[src/rtl/nexys_reset_request.sv]
// Reset-request front end: synchronises and debounces board reset sources and issues a
// minimum-width, cause-tagged reset request to the downstream reset tree.
module nexys_reset_request #(
  parameter int unsigned SYNC_STAGES     = 2,
  parameter int unsigned DEBOUNCE_BITS   = 16,
  parameter int unsigned HOLD_CYCLES     = 1024,
  parameter int unsigned COOLDOWN_CYCLES = 256
) (
  input  logic       clock,
  input  logic       areset_n,
  input  logic       btn_n,
  input  logic       locked,
  input  logic       sw_req,
  input  logic       wdt_expire,
  input  logic       cause_clear,
  output logic       reset_req,
  output logic       busy,
  output logic [4:0] cause
);

  localparam int unsigned HW = (HOLD_CYCLES > 1) ? $clog2(HOLD_CYCLES) : 1;
  localparam int unsigned CW = (COOLDOWN_CYCLES > 1) ? $clog2(COOLDOWN_CYCLES) : 1;
  localparam logic [HW-1:0] HOLD_LAST = HW'(HOLD_CYCLES - 1);
  localparam logic [CW-1:0] COOL_LAST = CW'(COOLDOWN_CYCLES - 1);
  localparam logic [DEBOUNCE_BITS-1:0] DEB_LAST = {{(DEBOUNCE_BITS-1){1'b1}}, 1'b0};

  typedef enum logic [1:0] {
    IDLE,
    ASSERT,
    RELEASE_WAIT,
    COOLDOWN
  } state_t;

  logic [SYNC_STAGES-1:0]   btn_sync_q;
  logic [SYNC_STAGES-1:0]   lock_sync_q;
  logic [DEBOUNCE_BITS-1:0] deb_cnt_q;
  logic                     btn_stable_q;
  logic                     btn_prev_q;
  logic                     lock_seen_q;

  state_t        state_q, state_d;
  logic [HW-1:0] hold_cnt_q, hold_cnt_d;
  logic [CW-1:0] cool_cnt_q, cool_cnt_d;
  logic          pending_q, pending_d;
  logic [4:0]    cause_q, cause_d;
  logic          reset_req_q;
  logic          busy_q;

  logic       btn_sync;
  logic       lock_sync;
  logic       btn_press;
  logic       lock_loss;
  logic       other_trig;
  logic       pend_now;
  logic [4:0] trig;

  assign btn_sync  = btn_sync_q[SYNC_STAGES-1];
  assign lock_sync = lock_sync_q[SYNC_STAGES-1];
  assign btn_press = btn_prev_q & ~btn_stable_q;
  // Lock loss only counts once lock has been seen since reset, so the power-on wait for
  // the first lock does not restart the hold or tag the request as a lock loss.
  assign lock_loss  = lock_seen_q & ~lock_sync;
  assign other_trig = btn_press | sw_req | wdt_expire;
  assign trig       = {lock_loss, wdt_expire, sw_req, btn_press, 1'b0};

  always_ff @(posedge clock or negedge areset_n) begin
    if (!areset_n) begin
      btn_sync_q   <= '1;
      lock_sync_q  <= '0;
      deb_cnt_q    <= '0;
      btn_stable_q <= 1'b1;
      btn_prev_q   <= 1'b1;
      lock_seen_q  <= 1'b0;
    end else begin
      btn_sync_q  <= {btn_sync_q[SYNC_STAGES-2:0], btn_n};
      lock_sync_q <= {lock_sync_q[SYNC_STAGES-2:0], locked};
      btn_prev_q  <= btn_stable_q;
      lock_seen_q <= lock_seen_q | lock_sync;
      if (btn_sync != btn_stable_q) begin
        if (deb_cnt_q == DEB_LAST) begin
          btn_stable_q <= btn_sync;
          deb_cnt_q    <= '0;
        end else begin
          deb_cnt_q <= deb_cnt_q + DEBOUNCE_BITS'(1);
        end
      end else begin
        deb_cnt_q <= '0;
      end
    end
  end

  always_comb begin
    state_d    = state_q;
    hold_cnt_d = hold_cnt_q;
    cool_cnt_d = cool_cnt_q;
    pending_d  = pending_q;
    pend_now   = pending_q | other_trig;
    cause_d    = (cause_clear ? 5'b00000 : cause_q) | trig;
    case (state_q)
      IDLE: begin
        if (other_trig || lock_loss) begin
          state_d    = ASSERT;
          hold_cnt_d = '0;
          pending_d  = 1'b0;
        end
      end
      ASSERT: begin
        if (lock_loss) begin
          hold_cnt_d = '0;
        end else if (hold_cnt_q == HOLD_LAST) begin
          state_d = RELEASE_WAIT;
        end else begin
          hold_cnt_d = hold_cnt_q + HW'(1);
        end
      end
      RELEASE_WAIT: begin
        if (btn_stable_q && lock_sync) begin
          state_d    = COOLDOWN;
          cool_cnt_d = '0;
        end
      end
      COOLDOWN: begin
        if (lock_loss) begin
          state_d    = ASSERT;
          hold_cnt_d = '0;
          pending_d  = 1'b0;
        end else if (cool_cnt_q == COOL_LAST) begin
          state_d    = pend_now ? ASSERT : IDLE;
          hold_cnt_d = '0;
          pending_d  = 1'b0;
        end else begin
          cool_cnt_d = cool_cnt_q + CW'(1);
          pending_d  = pend_now;
        end
      end
      default: state_d = ASSERT;
    endcase
  end

  always_ff @(posedge clock or negedge areset_n) begin
    if (!areset_n) begin
      state_q     <= ASSERT;
      hold_cnt_q  <= '0;
      cool_cnt_q  <= '0;
      pending_q   <= 1'b0;
      cause_q     <= 5'b00001;
      reset_req_q <= 1'b1;
      busy_q      <= 1'b1;
    end else begin
      state_q     <= state_d;
      hold_cnt_q  <= hold_cnt_d;
      cool_cnt_q  <= cool_cnt_d;
      pending_q   <= pending_d;
      cause_q     <= cause_d;
      reset_req_q <= (state_d == ASSERT) || (state_d == RELEASE_WAIT);
      busy_q      <= (state_d != IDLE);
    end
  end

  assign reset_req = reset_req_q;
  assign busy      = busy_q;
  assign cause     = cause_q;

endmodule
[config.mk]
export PLATFORM = sky130hd
export DESIGN_NAME = nexys_reset_request
export DESIGN_NICKNAME = d
export VERILOG_FILES = /design/src/rtl/nexys_reset_request.sv
export SDC_FILE = /design/constraint.sdc
export NUM_CORES = 1
export LEC_CHECK = 0
export CORE_MARGIN = 8
export CORE_UTILIZATION = 53
export DETAILED_ROUTE_END_ITERATION = 10
export GPL_TIMING_DRIVEN = 0
export MAX_ROUTING_LAYER = met4
export PLACE_DENSITY = 0.71
export SLEW_MARGIN = 20
export SYNTH_ARGS = -nofsm -noshare
export SYNTH_HDL_FRONTEND = slang
export SYNTH_SLANG_ARGS = --single-unit
export TNS_END_PERCENT = 30
[constraint.sdc]
create_clock -name clock -period 1.7 [get_ports clock]
set_clock_uncertainty 0.1 [all_clocks]
set_input_delay 0.34 -clock clock [delete_from_list [all_inputs] [get_ports clock]]
set_output_delay 0.34 -clock clock [all_outputs]
set_load 0.05 [all_outputs]
# Yosys cells after proc, flatten, opt, wreduce, memory -nomap -nowiden
# Index checks and enable logic that the tools add are counted.
# classes
n_mux	25
div_mod_pow	0
add_sub_neg	3
multipliers	0
order_cmp	0
eq_ne	15
bitwise_logic	9
n_reduce_logical	12
shift	0
# ops
cell	count
10-bit two-way mux	5
16-bit two-way mux	2
10-bit one-hot mux with 3 select lines	1
8-bit two-way mux	3
16-bit by 1-bit adder with 16-bit output, second input constant	1
16-bit equality test, second input constant	1
8-bit one-hot mux with 2 select lines	1
2-bit two-way mux	6
10-bit by 1-bit adder with 10-bit output, second input constant	1
10-bit equality test, second input constant	1
8-bit by 1-bit adder with 8-bit output, second input constant	1
8-bit equality test, second input constant	1
2-bit != test, second input constant	4
2-bit one-hot mux with 4 select lines	1
4-bit AND reduction	2
2-bit equality test, second input constant	3
3-bit != test, second input constant	2
2-bit nonzero test	3
5-bit two-way mux	1
5-bit bitwise OR	1
2-bit by 1-bit equality test with 1-bit output, second input constant	2
1-bit two-way mux	4
1-bit bitwise OR	4
2-bit AND reduction	2
other kinds (8)	11
# word_totals
rom_bits	0
out_inout_bits	7
ramBits	0
latchBits	0
in_bits	7
register_bits	51
word_cells	77
memories	0

# Depth between registers and ports, before layout
# logic_depth
ltp_word	11
depth_mapped	8
mapped_depth_nobuf	7

# Least setup slack after synthesis
# OpenSTA, ideal clock, no wires.
# synth_timing
path_kind	register to register
start	reg hold_cnt_q[0]
end	reg reset_req_q (netlist: reset_req)
setup_ps	83
path_buffers	0
setup_slack_ps	-69
arrival_ps	1586
stages_incl_launch_ff	7
t_required_ps	1517
cell_sequence	dfrtp_1 > ha_1 > and4_1 > nand4_1 > o21ai_2 > a31o_2 > ha_1
# synth_via
elab_chain_cells	6
elab_cells_between_ends	7
classes_between	eq/ne: 3; mux: 3; reduce/logical: 1
# synth_lines
element	line_no	rtl
from (decl)	42	logic [HW-1:0] hold_cnt_q, hold_cnt_d;
from (signal assigned)	151	hold_cnt_q <= hold_cnt_d;
10-bit equality test *	110	end else if (hold_cnt_q == HOLD_LAST) begin
2-bit two-way mux *	110	
2-bit two-way mux *	108	if (lock_loss) begin
2-bit one-hot mux with 4 select lines *	99	case (state_q)
2-bit by 1-bit equality test with 1-bit output or 2-bit equality test (tied branches)	155	reset_req_q <= (state_d == ASSERT) || (state_d == RELEASE_WAIT);
1-bit logical OR *	155	
to (signal assigned)	155	
to (decl)	46	logic reset_req_q;
# Every way passes the cells marked *; elsewhere a longest branch is shown, timed or not.
# A chain may end at the register's enable or synchronous reset.

# Worst setup path after layout
# layout_timing
start	reg hold_cnt_q[1]
end	reg reset_req_q (netlist: reset_req)
# Same word-level chain as after synthesis.

==> metrics.md <==
| Metric | Value |
|---|---|
| Peak Freq | `0.5639 GHz` |
| Outcome | `complete, but fails checks` |
| Post-Layout Cell Count | `between 300 and 400` |
| Power per cell area | `748.2 nW/µm²` |
| Worst-margin pin slew | `607.5 ps` |
| Number of warning messages in the yosys log | `0` |
| All-Layer GR Usage | `13.13%` |
| Endpoints failing hold | `0` |
| Global route overflow | `0` |
| Detailed-route wire length per cell | `14.08 µm` |
| Arr. time, crit path | `1920 ps` |
| Number of flops mapped to enable cells by yosys | `0` |
| Total Nets Final | `274` |
| Crit Path Class | `reg -> reg` |
| CTS Buf Count | `5` |
| Min-Delay Path Class | `reg -> reg` |
| Met3 routed WL | `170 µm` |
| DP HPWL | `2896 µm` |
| Vias/cell | `5.479` |
| Yosys top cell by area | `dfrtp_1` |
| Ys async rst share | `100.0%` |
| Max-capacitance violation count | `0` |
| DRT iter0 DRCs | `between 100 and 150` |
| Hold slack | `roughly 250 ps` |
| Number of synthesized register bits | `51` |
| Req. time, crit path | `1840 ps` |
| Antenna diodes | `0` |
| Metal2 WL | `2099 µm` |
| Placer Congestion | `around 0.78` |
| # port buffers | `13` |
| Worst-path clk slew | `90 ps` |
| Worst skew pair latency | `300 ps` |
| Die X | `82.98 µm` |
| Initial core utilization | `54.98%` |
| Crit end category | `flip-flop` |
| Mapped Area | `2377 µm²` |
| Core ar. | `4324 µm²` |
| Pin count of the biggest net entering global routing | `52` |
| Final worst slack | `-73.52 ps` |
| Pleak | `0.001314 µW` |
| Total Die Area | `~7000 µm²` |
| DIE HEIGHT | `82.98 µm` |
| Cells after Synth | `229` |
| Netlist cell types | `41` |
| WL final | `roughly 4400 µm` |
| Global-route wire length before repair | `7493 µm` |
| Number of global-route vias before repair | `roughly 1.6k` |
| Post-Place Cells | `294` |
| Crit path launch type | `flip-flop` |
| 1st-pass router iterations | `4` |
| I/O pins | `14` |
| Root buf cell | `clkbuf_8` |
| Final Cell Area | `2892 µm²` |
| Setup Viol. Count Final | `5` |
| Tmin final | `~1800 ps` |
| Post-synthesis sequential area ratio | `54.11%` |
| VDD IR-drop max | `0.4539 mV` |
| Post-Syn Nets | `241` |
| Maximum buffer depth of the clock tree | `2` |
| Final Slew Violations | `0` |
| Area after DPL | `approximately 2600 µm²` |
| Failing checks | `setup timing` |
| Synth Flop Type | `dfrtp_1` |
| Row cnt | `24` |
| Setup WS pre-CTS | `-377.8 ps` |
| Via count | `1726` |
| Top-area cell type share of the netlist area | `between 40% and 50%` |
| H-tree Lvls | `2` |
| Top post-synthesis cells by area | `dfrtp_1 (45%), dfstp_2 (8.8%), xnor2_1 (4.8%)` |
| Clock sinks | `51` |
| CTS tree | `yes` |
| Area growth from synthesis to layout | `21.63%` |
| Antenna violations before repair | `0` |
| Fin crit share | `104.3%` |
| Crit Path Max Fanout | `4` |
| # DRC | `0` |
| Fraction of layout cells with a size suffix above 1 | `25.86%` |
| Metal-1 WL | `2123 µm` |
| Avg Inst Size Synth | `10.38 µm²` |
| Slew HR | `59.50%` |
| RSZ-0062 raised after global routing | `yes` |
| Top Layer Used | `met4` |
| Post-DRT Antenna Nets | `0` |
==> layout by cell type (no fill, tap or decap), types with 6 or more instances in the layout <==
| master | instances |
|---|---|
| xor2_1 | 7 |
| inv_1 | 6 |
| nand2_1 | 20 |
| a21oi_1 | 6 |
| dfstp_2 | 8 |
| nor2_1 | 24 |
| a31oi_1 | 9 |
| dfrtp_1 | 41 |
| o21ai_0 | 8 |
| and3_1 | 9 |
| xnor2_1 | 13 |
| nand3_1 | 15 |
| buf_4 | 12 |
==> per-layer routing <==
layer / vias up / track usage, %
met4: 0 / 4.473
met1: 837 / 16.56
li1: 859 / -
met2: 25 / 19.94
met3: 5 / 3.418
met5: - / -
==> worst paths after layout <==
kind	cells past startpoint	slack, ps	endpoint	start
worst min register to register	0	250	lock_sync_q[1]$_DFF_PN0_	lock_sync_q[0]$_DFF_PN0_
max in group asynchronous	2	570	deb_cnt_q[8]$_DFF_PN0_	areset_n
worst max-delay path	6	-70	reset_req$_DFF_PN1_	hold_cnt_q[1]$_DFFE_PN0P_
worst max register to register	6	-70	reset_req$_DFF_PN1_	hold_cnt_q[1]$_DFFE_PN0P_
worst min-delay path	0	250	lock_sync_q[1]$_DFF_PN0_	lock_sync_q[0]$_DFF_PN0_
min in group asynchronous	2	490	cool_cnt_q[3]$_DFFE_PN0P_	areset_n
==> stage by stage <==
step / total power, µW / util, % / setup TNS (ps)
final: 2163 / 66.87 / -154.2
after global routing: 2286 / 66.87 / -1145
after CTS: 2172 / 64.35 / -264.0
after detailed placement: 1497 / 59.72 / -2732
after global placement: 1495 / 59.78 / -63130
after floorplan: 1423 / - / 0
==> power breakdown <==
group	total [µW]	internal [µW]	switching, µW
registers	1320	1260	56.7
clock network	664	282	382
logic	180	79.3	100
total	2160	1620	539
==> cell families after synthesis <==
kind of cell    count (synthesis)  share of synthesized area (%)
fa+ha+maj                       5                          2.632
xor+xnor                       20                          7.369
mux                             1                         0.4737
compound gates                 36                          9.737
buf+inv                        13                          3.210
simple gates                  103                          22.47
flops                          51                          54.11
==> critical path, cell delays in order, from the launching register on <==
cell and delay (ps):
dfrtp_1 440, ha_4 160, and4_4 220, nand4_1 150, o21ai_2 270, a31o_2 190
ha_4 200
==> timing repair <==
action,CTS,global route
endpoints found under the setup margin,32,29
gates resized for setup,23,18
pin swaps,5,10
endpoints found under the hold margin,43,0
buffers inserted,6,5
cloned,0,1
hold buffers,1,0
==> cell usage after synthesis, types with 5 or more instances <==
| cell type | n |
|---|---|
| dfrtp_1 | 43 |
| nor2_1 | 28 |
| nand2_1 | 20 |
| nand3_1 | 16 |
| xnor2_1 | 13 |
| a31oi_1 | 9 |
| and3_1 | 9 |
| o21ai_0 | 9 |
| dfstp_2 | 8 |
| a21oi_1 | 7 |
| inv_1 | 7 |
| xor2_1 | 7 |
| ha_1 | 5 |
| nand4_1 | 5 |
==> layout make-up <==
class / count / area (µm²)
inverters: 7 / 26.28
plain buffers: 6 / 57.56
flip-flops and latches: 51 / 1289
repair buffers: 26 / 237.7
multi-input cells: 165 / 1132
clock inverters: 3 / 15.01
well taps: 52 / 65.06
fillers: 364 / 1433
clock buffers: 5 / 68.82
==> flip-flops by register name, summed over array words and instances, names as in the netlist <==
register / cells
btn_prev_q: 1
btn_stable_q: 1
btn_sync_q: 2
busy: 1
cause: 5
cool_cnt_q: 8
deb_cnt_q: 16
hold_cnt_q: 10
lock_seen_q: 1
lock_sync_q: 2
pending_q: 1
reset_req: 1
state_q: 2
(Power assumes the default switching activity.)
